File: src/rtl/input_debouncer_n.sv
// Button/switch conditioner: 2-flop sync, per-channel debounce, press/release strobes,
// switch-change strobe and long-press reset request. Define AUTOREPEAT_EN for button auto-repeat.
module input_debouncer_n #(
    parameter int unsigned N_BTN      = 5,
    parameter int unsigned N_SW       = 8,
    parameter int unsigned DB_CYCLES  = 100000,
    parameter int unsigned LP_CYCLES  = 200000000,
    parameter int unsigned RST_BTN    = 3,
`ifdef AUTOREPEAT_EN
    parameter int unsigned REP_DELAY  = 50000000,
    parameter int unsigned REP_PERIOD = 10000000,
`endif
    parameter int unsigned CNT_W      = 32
) (
    input  logic             clk,
    input  logic             rst,
    input  logic [N_BTN-1:0] btn,
    input  logic [N_SW-1:0]  sw,
    output logic [N_BTN-1:0] btn_out,
    output logic [N_BTN-1:0] btn_pulse,
    output logic [N_BTN-1:0] btn_release,
    output logic [N_SW-1:0]  sw_ok,
    output logic             sw_chg,
    output logic             rst_req
);

    localparam int unsigned       N_CH    = N_BTN + N_SW;
    localparam logic [CNT_W-1:0]  DB_LAST = CNT_W'(DB_CYCLES - 1);
    localparam logic [CNT_W-1:0]  LP_MAX  = CNT_W'(LP_CYCLES);

    logic [N_CH-1:0]  sync1, sync2;
    logic [N_CH-1:0]  lvl, lvl_nx;
    logic [CNT_W-1:0] db_cnt    [N_CH];
    logic [CNT_W-1:0] db_cnt_nx [N_CH];
    logic [CNT_W-1:0] lp_cnt, lp_cnt_nx;
    logic [N_BTN-1:0] btn_cur, btn_nx, rep_fire;
    logic [N_SW-1:0]  sw_cur, sw_nx;

    assign btn_cur = lvl[N_BTN-1:0];
    assign btn_nx  = lvl_nx[N_BTN-1:0];
    assign sw_cur  = lvl[N_CH-1:N_BTN];
    assign sw_nx   = lvl_nx[N_CH-1:N_BTN];
    assign btn_out = btn_cur;
    assign sw_ok   = sw_cur;

    // Two-flop synchroniser for all raw pins (buttons in the low bits)
    always_ff @(posedge clk) begin
        if (rst) begin
            sync1 <= '0;
            sync2 <= '0;
        end else begin
            sync1 <= {sw, btn};
            sync2 <= sync1;
        end
    end

    // A level is accepted after DB_CYCLES consecutive samples that disagree with it
    always_comb begin
        lvl_nx = lvl;
        for (int i = 0; i < int'(N_CH); i++) begin
            db_cnt_nx[i] = '0;
            if (sync2[i] != lvl[i]) begin
                if (db_cnt[i] == DB_LAST) begin
                    lvl_nx[i] = sync2[i];
                end else begin
                    db_cnt_nx[i] = db_cnt[i] + CNT_W'(1);
                end
            end
        end
    end

    always_ff @(posedge clk) begin
        if (rst) begin
            lvl <= '0;
            for (int i = 0; i < int'(N_CH); i++) db_cnt[i] <= '0;
        end else begin
            lvl <= lvl_nx;
            for (int i = 0; i < int'(N_CH); i++) db_cnt[i] <= db_cnt_nx[i];
        end
    end

    // Long-press hold counter, saturating at LP_CYCLES
    always_comb begin
        lp_cnt_nx = '0;
        if (lvl[RST_BTN]) begin
            lp_cnt_nx = (lp_cnt == LP_MAX) ? lp_cnt : lp_cnt + CNT_W'(1);
        end
    end

`ifdef AUTOREPEAT_EN
    localparam logic [CNT_W-1:0] REP_DELAY_LAST  = CNT_W'(REP_DELAY - 1);
    localparam logic [CNT_W-1:0] REP_PERIOD_LAST = CNT_W'(REP_PERIOD - 1);

    logic [CNT_W-1:0] rep_cnt    [N_BTN];
    logic [CNT_W-1:0] rep_cnt_nx [N_BTN];
    logic [N_BTN-1:0] rep_armed, rep_armed_nx;

    // First repeat after REP_DELAY held cycles, then every REP_PERIOD; never on the release edge
    always_comb begin
        rep_fire     = '0;
        rep_armed_nx = '0;
        for (int i = 0; i < int'(N_BTN); i++) begin
            rep_cnt_nx[i] = '0;
            if (btn_cur[i]) begin
                rep_armed_nx[i] = rep_armed[i];
                if (rep_cnt[i] == (rep_armed[i] ? REP_PERIOD_LAST : REP_DELAY_LAST)) begin
                    rep_fire[i]     = btn_nx[i];
                    rep_armed_nx[i] = 1'b1;
                end else begin
                    rep_cnt_nx[i] = rep_cnt[i] + CNT_W'(1);
                end
            end
        end
    end

    always_ff @(posedge clk) begin
        if (rst) begin
            rep_armed <= '0;
            for (int i = 0; i < int'(N_BTN); i++) rep_cnt[i] <= '0;
        end else begin
            rep_armed <= rep_armed_nx;
            for (int i = 0; i < int'(N_BTN); i++) rep_cnt[i] <= rep_cnt_nx[i];
        end
    end
`else
    assign rep_fire = '0;
`endif

    // Strobes and reset request are registered on the same edge as the level change
    always_ff @(posedge clk) begin
        if (rst) begin
            lp_cnt      <= '0;
            btn_pulse   <= '0;
            btn_release <= '0;
            sw_chg      <= 1'b0;
            rst_req     <= 1'b0;
        end else begin
            lp_cnt      <= lp_cnt_nx;
            btn_pulse   <= (btn_nx & ~btn_cur) | rep_fire;
            btn_release <= ~btn_nx & btn_cur;
            sw_chg      <= |(sw_nx ^ sw_cur);
            rst_req     <= lvl_nx[RST_BTN] & (lp_cnt_nx == LP_MAX);
        end
    end

endmodule

File: config.mk
export PLATFORM = sky130hd
export DESIGN_NAME = input_debouncer_n
export DESIGN_NICKNAME = d
export VERILOG_FILES = /design/src/rtl/input_debouncer_n.sv
export SDC_FILE = /design/constraint.sdc
export NUM_CORES = 1
export LEC_CHECK = 0
export CAP_MARGIN = 20
export CORE_MARGIN = 2
export CORE_UTILIZATION = 65
export CTS_BUF_LIST = sky130_fd_sc_hd__clkbuf_8
export DETAILED_ROUTE_END_ITERATION = 10
export HOLD_SLACK_MARGIN = 0.05
export PLACE_DENSITY = 0.89
export SETUP_SLACK_MARGIN = 0.5
export SLEW_MARGIN = 20
export SYNTH_ARGS = -nofsm -noshare
export SYNTH_HDL_FRONTEND = slang
export SYNTH_SLANG_ARGS = --single-unit
File: constraint.sdc
create_clock -name clk -period 3 [get_ports clk]
set_input_delay 0.6 -clock clk [delete_from_list [all_inputs] [get_ports clk]]
set_output_delay 0.6 -clock clk [all_outputs]
set_load 0.05 [all_outputs]
Word level (Yosys, flattened, before mapping). Memories as Yosys holds them, arrays and structs flattened. Cells that the tools add are included.

Flip-flop bits (word level): 83. RAM bits: 416. Input bits: 15. Output and inout port bits: 25. Word-level logic and storage cells: 141. Memories: 1.

Memories: db_cnt (words 13, width 32, read ports 13, clocked after memory_dff 0, wr ports 13, line 33) `logic [CNT_W-1:0] db_cnt [N_CH];`.

Add/sub/neg operators: 14. Equal/unequal tests: 28. Multiplexer cells: 70. Bitwise logic cells: 19. Reduce and logical (&&, ||, !) cells: 1.

Operator list (count): 32-bit 2-to-1 mux (41); 32-bit by 1-bit adder with 32-bit output, second input constant (14); 32-bit by 17-bit == test with 1-bit output, second input constant (13); 32-bit by 28-bit == test with 1-bit output, second input constant (2); 1-bit 2-to-1 mux (29); 1-bit != test (13); 1-bit bitwise OR (13); 5-bit bitwise AND (2); 5-bit NOT (2); 8-bit OR reduction (1); 8-bit XOR (1); 1-bit bitwise AND (1).

Longest topological paths before layout. Gate-level depths: netlist (run 1). An unclocked memory read counts as a cell.

Depth in word-level cells: 6. Mapped depth: 9. Gate-level depth less buffers: 8.

Worst setup path before layout (run 1). Ideal clock, no wire load.

Path type: flip-flop to flip-flop. Start: register lp_cnt[5]. End: register rst_req. Library setup time: 103 ps. Arrival: 2600 ps. Slack: 297 ps. Cell stages (with the launch flop): 10. Path through: dfxtp_1 -> buf_4 -> and4_1 -> buf_6 -> nand3_4 -> or4_4 -> a2111oi_4 -> nand3_1 -> or4_1 -> a2111oi_2.

Cells in the longest elaborated chain, start to end: 5. Elaborated cells between the ends (all ways): 6.

RTL lines: from (decl) (line 35) `logic [CNT_W-1:0] lp_cnt, lp_cnt_nx;`; from (signal assigned) (line 138) `lp_cnt <= lp_cnt_nx;`; 32-bit by 1-bit adder with 32-bit output or 32-bit by 28-bit == test with 1-bit output (tied branches) (line 86) `lp_cnt_nx = (lp_cnt == LP_MAX) ? lp_cnt : lp_cnt + CNT_W'(1);`; 32-bit 2-to-1 mux * (line 86); 32-bit 2-to-1 mux * (line 85) `if (lvl[RST_BTN]) begin`; 32-bit by 28-bit == test with 1-bit output * (line 142) `rst_req <= lvl_nx[RST_BTN] & (lp_cnt_nx == LP_MAX);`; 1-bit bitwise AND * (line 142); to (signal assigned) (line 142); to (decl) (line 24) `output logic rst_req`.

Every way passes the cells marked *; elsewhere a longest branch is shown, timed or not. A chain may end at the register's enable or synchronous reset.

Final worst setup path (run 1).
Start: register lp_cnt[10]. End: register rst_req.

Same word-level chain as after synthesis.

==> results of run 1 <==
==> cells by family after synthesis <==
kind of cell / Yosys count / share of synthesized area
compound gates: 101 / 0.0291
xor+xnor: 397 / 0.161
fa+ha+maj: 15 / 0.00868
buf+inv: 130 / 0.0247
flops: 499 / 0.462
mux: 14 / 0.00648
simple gates: 1359 / 0.309
==> flip-flops by register name (all words and copies together), names as in the netlist <==
name / flops
btn_pulse: 5
btn_release: 5
db_cnt: 416
lp_cnt: 32
lvl: 13
rst_req: 1
sw_chg: 1
sync1: 13
sync2: 13
==> worst min path at each step <==
stage               cells after the start            from  slack, ns              to
finish                                  1        sync1[1]       0.43        sync2[1]
global route                            1        sync1[0]       0.45        sync2[0]
CTS                                     1        sync1[1]       0.44        sync2[1]
detailed placement                      1        sync1[1]       0.42        sync2[1]
global placement                        1       sync1[11]       0.42       sync2[11]
floorplan                               1  db_cnt[1][128]       0.41  db_cnt[1][128]
==> worst register-to-register path, cell delays in order, from the launching register on <==
cell       delay (ns)
dfxtp_4          0.39
and4_4           0.25
nand2_4          0.09
or4_4            0.56
a2111oi_4        0.33
nand3_1          0.15
or4_4            0.50
a2111oi_4        0.27
==> cells in the final DEF (no fill, tap or decap), types with 4 or more instances in the layout <==
| master | Yosys | final |
|---|---|---|
| ha_1 | 15 | 14 |
| and4_1 | 30 | 27 |
| inv_1 | 42 | 65 |
| nor3_1 | 51 | 48 |
| nand4_1 | 102 | 102 |
| clkbuf_8 | 0 | 101 |
| xnor2_1 | 162 | 161 |
| or2_2 | 4 | 4 |
| xor2_1 | 235 | 235 |
| and4_4 | 0 | 4 |
| nand2_1 | 170 | 169 |
| clkdlybuf4s50_1 | 0 | 25 |
| buf_4 | 5 | 43 |
| nor4_2 | 1 | 5 |
| dfxtp_2 | 0 | 11 |
| and2_1 | 8 | 8 |
| and3_1 | 90 | 88 |
| nor4_1 | 92 | 83 |
| dfxtp_1 | 499 | 482 |
| or4_1 | 12 | 10 |
| nor2_1 | 519 | 519 |
| nor2b_1 | 37 | 37 |
| or3_1 | 49 | 48 |
| clkinv_2 | 0 | 8 |
| nand3_1 | 166 | 165 |
| dlygate4sd2_1 | 0 | 10 |
| nor4_4 | 0 | 5 |
| dfxtp_4 | 0 | 6 |
| a21oi_1 | 35 | 35 |
| nor4b_1 | 10 | 10 |
| mux2i_1 | 14 | 14 |
| o21ai_0 | 35 | 34 |
==> routing by layer <==
layer	global-route usage	part of all wire	wire [um]	vias to the layer above
li1	-	-	-	8761
met1	0.324	0.44	20300	8435
met2	0.442	0.49	22300	413
met3	0.0408	0.043	1950	102
met4	0.0954	0.026	1180	0
met5	0	0	0	-
==> metrics by stage <==
step | worst slack (ns) | hold slack, ns | area, um2
after detailed placement | 0.225 | 0.422 | 22500
after global routing | 0.258 | 0.454 | 24400
final | 0.359 | 0.434 | 24400
after floorplan | 0.505 | 0.413 | 21700
after global placement | 0.285 | 0.419 | 22500
after CTS | 0.348 | 0.437 | 24300
==> layout make-up <==
class / count / area [um2] / area share
multi-input cells: 1886 / 11300 / 0.465
flip-flops and latches: 499 / 10000 / 0.411
clock buffers: 101 / 1390 / 0.0569
repair buffers: 85 / 746 / 0.0305
well taps: 442 / 553 / 0.0226
clock inverters: 40 / 196 / 0.00804
inverters: 43 / 164 / 0.00671
==> report_power, final <==
part | leakage, nW | switching, mW | internal (mW)
clock | 0.912 | 2.65 | 3.04
sequential | 4.03 | 0.0144 | 6.64
combinational | 3.17 | 0.0750 | 0.0436
==> repair_timing <==
item	in CTS	in global routing
pin swaps	9	13
buffers inserted	7	4
resized for setup	45	25
hold buffers	0	0
setup endpoints to repair	13	89
==> qor.yml, run 1 <==
ant_nets: 0
grt_start_max_net_pins: 58
cts_buffers: 79
syn_nets: 2545
fin_worst_skew_ns: 0.0167
yosys_warnings: 0
synth_edf_count: 0
total_power_mw: 12.5
tightest_slew_ns: 0.700
netlist_area_um2: 21600
rsz0062_at_grt: "yes"
hpwl_um: 30000
die_h_um: 186
cp_data_required_time_ns: 3.52
relSlewSlack: 0.529
yosysUniqueCellTypes: 61
overflow: 0
antenna_found_initial: 0
dr.pass1.iters: 5
num_antenna_cells: 0
synth_top_area_share: 0.462
wirelength_um: 45800
root_buffer: "clkbuf_8"
hold_viol_final: 0
syn_area_per_cell_um2: 8.60
grtUsageTotal: 0.256
setup_viol: 0
wl_per_cell_um: 14.8
worstSetupEndpoint: "rst_req"
clock_sinks: 499
cpLargestDelayFamily: "simple AND/OR/NAND/NOR gates"
cts_tree: "done"
synthFlopType: "dfxtp_1"
synth_common_cells: "519 x nor2_1, 499 x dfxtp_1, 235 x xor2_1"
hp-class: "flip-flop to flip-flop"
yosys-top-cells-area: "dfxtp_1 46%, xor2_1 9.5%, nor2_1 9.0%, xnor2_1 6.6%, nand3_1 3.8%"
crit_path_start_kind: "flip-flop"
start_util: 0.663
syn-instance-count: 2515
via_count: 17711
ir_drop_uv: 562
pwr_density_cell_nw_per_um2: 510
fin_cells: 3096
cp.arrival_ns: 3.16
ys_ff_latch: 499
slew_viol_final: 0
r2r_setup_slack_ns: 0.36
synth_top_cell_by_area: "dfxtp_1"
setup.worst_path.end_class: "flip-flop"
grt_pass1_vias: 17082
clock_path_buffers: 3
critical_path_buf_inv_count: 0
syn2layout_area_growth_pct: 12.9
critPathMaxFanout: 9
die-area_um2: 34800
tns_ns: 0
power.leakage_nw: 8.12
clkTransAtPathRegs_ns: 0.06
synth-async-reset-ratio: 0
ys_seq_area_frac: 0.462
row_count: 66
cts_htree_levels: 3
status: "finished clean"
vias_per_cell: 5.72
fmax_ghz: 0.379
crit_start: "lp_cnt[10]"
cp.depth: 7
place_inst: 2944
min_period_over_period: 0.880
nNetsFinal: 2624
grt_pass1_wl_um: 77300
remaining_drc_errors: 0
clock_latency_ns: 0.62
reg2reg_to: "rst_req"
synth_most_common_cell: "nor2_1"
final_util: 0.749
die_x_um: 186
max_cap_violations: 0
crit_path_max_incr_delay_ns: 0.56
port_buffers: 39
io_pins: 40
worstPathCellList: "and4_4 > nand2_4 > or4_4 > a2111oi_4 > nand3_1 > or4_4 > a2111oi_4"
gp_congestion: 0.949
period_needed_ns: 2.64
worst_path_max_delay_cell: "or4_4"
reg2regPathDepth: 7
drt_iter0_markers: 1078
drive_gt1_frac: 0.0855
critical_path_class: "flip-flop to flip-flop"
core_um2: 32600
fillers: 2211
regToRegStartpoint: "lp_cnt[10]"
(Power assumes the default switching activity.)
==> inputs of run 2 (changes only) <==
- RECOVER_POWER: default -> 50
==> run 2 against run 1 <==
  * Fmax grew 0.61%
  * Worst hold slack is essentially flat
  * Sequential share of layout area grew 0.16 points
  * Sequential cell count is the same
  * Highest routed layer unchanged
  * Total power is essentially flat
  * Critical path depth shrank 1
==> qor.yml, run 2 (same netlist as run 1, synthesis figures left out) <==
status: "finished clean"
hpwl_um: 30000  # unchanged
cpLargestDelayFamily: "buffers and inverters"
largest_reg_flops: 416  # unchanged
ir_drop_uv: 562  # -0.13%
r2r_setup_slack_ns: 0.38  # +0.02 ns
critical_path_class: "flip-flop to flip-flop"
reg2regPathDepth: 6  # -1
clkTransAtPathRegs_ns: 0.06  # about the same
critPathMaxFanout: 32  # +23
fillers: 2230  # +0.86%
start_util: 0.663  # unchanged
reg2reg_to: "db_cnt[1][36]"
crit_path_start_kind: "flip-flop"
worstPathCellList: "nand4_1 > nor4_1 > nand3_1 > o211ai_1 > clkbuf_1 > nor2_1"
cts_htree_levels: 3  # unchanged
fmax_ghz: 0.381  # +0.61%
drt_iter0_markers: 1119  # +3.8%
drive_gt1_frac: 0.0814  # -0.00414
wl_per_cell_um: 14.7  # -0.30%
cts_hold_buf: 0  # unchanged
grt_pass1_wl_um: 77300  # unchanged
tightest_slew_ns: 1.46  # +0.764 ns
hold_viol_final: 0  # unchanged
final_util: 0.746  # -0.00299
fin_worst_skew_ns: 0.0166  # -0.0000694 ns
clock_sinks: 499  # unchanged
period_needed_ns: 2.62  # -0.0161 ns
row_count: 66  # unchanged
hp-class: "flip-flop to flip-flop"
gp_congestion: 0.949  # unchanged
hold_end: "sync2[1]"
grt_pass1_vias: 17082  # unchanged
place_inst: 2944  # unchanged
root_buffer: "clkbuf_8"
clock_latency_ns: 0.62  # about the same
cp_data_required_time_ns: 3.45  # -0.07 ns
syn2layout_area_growth_pct: 12.4
pre_cts_ws_ns: 0.225  # unchanged
ant_nets: 0  # unchanged
cts_tree: "done"
relSlewSlack: 0.0234  # -0.505
vias_per_cell: 5.74  # +0.28%
overflow: 0  # unchanged
layout_common_cells: "519 x nor2_1, 483 x dfxtp_1, 235 x xor2_1"
critical_path_buf_inv_count: 1  # +1
power.leakage_nw: 8.02  # -1.2%
regMostFlops: "db_cnt"
top_regs: "db_cnt (416), lp_cnt (32)"
max_cap_violations: 0  # unchanged
worst_path_max_delay_cell: "clkbuf_1"
crit_path_max_incr_delay_ns: 1.00  # +0.44 ns
pwr_density_cell_nw_per_um2: 512  # +0.35%
remaining_drc_errors: 0  # unchanged
num_antenna_cells: 0  # unchanged
die_x_um: 186  # unchanged
slew_viol_final: 0  # unchanged
min_period_over_period: 0.875  # -0.00538
hold_path_depth: 1  # unchanged
grt_start_max_net_pins: 58  # unchanged
die_h_um: 186  # unchanged
core_um2: 32600  # unchanged
regToRegStartpoint: "db_cnt[1][41]"
antenna_found_initial: 0  # unchanged
rsz0062_at_grt: "yes"
cp.arrival_ns: 3.07  # -0.09 ns
dr.pass1.iters: 5  # unchanged
cts_buffers: 79  # unchanged
wirelength_um: 45600  # -0.30%
setup_viol: 0  # unchanged
final_common_cell: "nor2_1"
nNetsFinal: 2624  # unchanged
port_buffers: 39  # unchanged
hold_start: "sync1[1]"
io_pins: 40  # unchanged
clock_path_buffers: 3  # unchanged
fin_cells: 3096  # unchanged
die-area_um2: 34800  # unchanged
via_count: 17760  # +0.28%
setup.worst_path.end_class: "flip-flop"
grtUsageTotal: 0.256  # unchanged
tns_ns: 0  # unchanged
finalWorstSetupSlack_ns: 0.376  # +0.0161 ns
## run 2: cell type report
class | instances | area, um2 | share of cell area
Clock buffer | 101 | 1390 | 0.0572
Tap cell | 442 | 553 | 0.0227
Timing Repair Buffer | 85 | 699 | 0.0288
Clock inverter | 40 | 196 | 0.00808
Inverter | 43 | 164 | 0.00674
Multi-Input combinational cell | 1886 | 11300 | 0.464
Sequential cell | 499 | 10000 | 0.412
## run 2: metal layers
layer,vias to the layer above,track usage,share of wire
li1,8766,-,-
met1,8454,0.324,0.44
met2,436,0.442,0.49
met3,104,0.0408,0.043
met4,0,0.0954,0.025
met5,-,0,0
## run 2: worst max path at each step
| stage | from | endpoint | slack, ns | cells after the start |
|---|---|---|---|---|
| global route | db_cnt[1][41] | db_cnt[1][36] | 0.17 | 6 |
| finish | db_cnt[1][41] | db_cnt[1][36] | 0.38 | 6 |
| floorplan | lp_cnt[17] | rst_req | 0.50 | 8 |
| detailed placement | lp_cnt[2] | rst_req | 0.22 | 7 |
| global placement | lp_cnt[2] | rst_req | 0.29 | 7 |
| CTS | lp_cnt[0] | rst_req | 0.35 | 9 |
## run 2: repair_timing
item / CTS / global route
resized for setup: 45 / 25
pin swaps: 9 / 13
endpoints found under the setup margin: 13 / 89
setup buffers: 7 / 4
## run 2: metrics by stage
step / hold slack [ns] / cell area, um2 / total power, mW
finish: 0.434 / 24300 / 12.5
global route: 0.454 / 24300 / 12.8
CTS: 0.437 / 24300 / 12.6
detailed placement: 0.422 / 22500 / 6.93
global placement: 0.419 / 22500 / 6.92
floorplan: 0.413 / 21700 / 6.88
## run 2: report_power, final
group | internal [mW] | switching (mW)
Clock | 3.04 | 2.64
Combinational | 0.0414 | 0.0743
Sequential | 6.64 | 0.0144
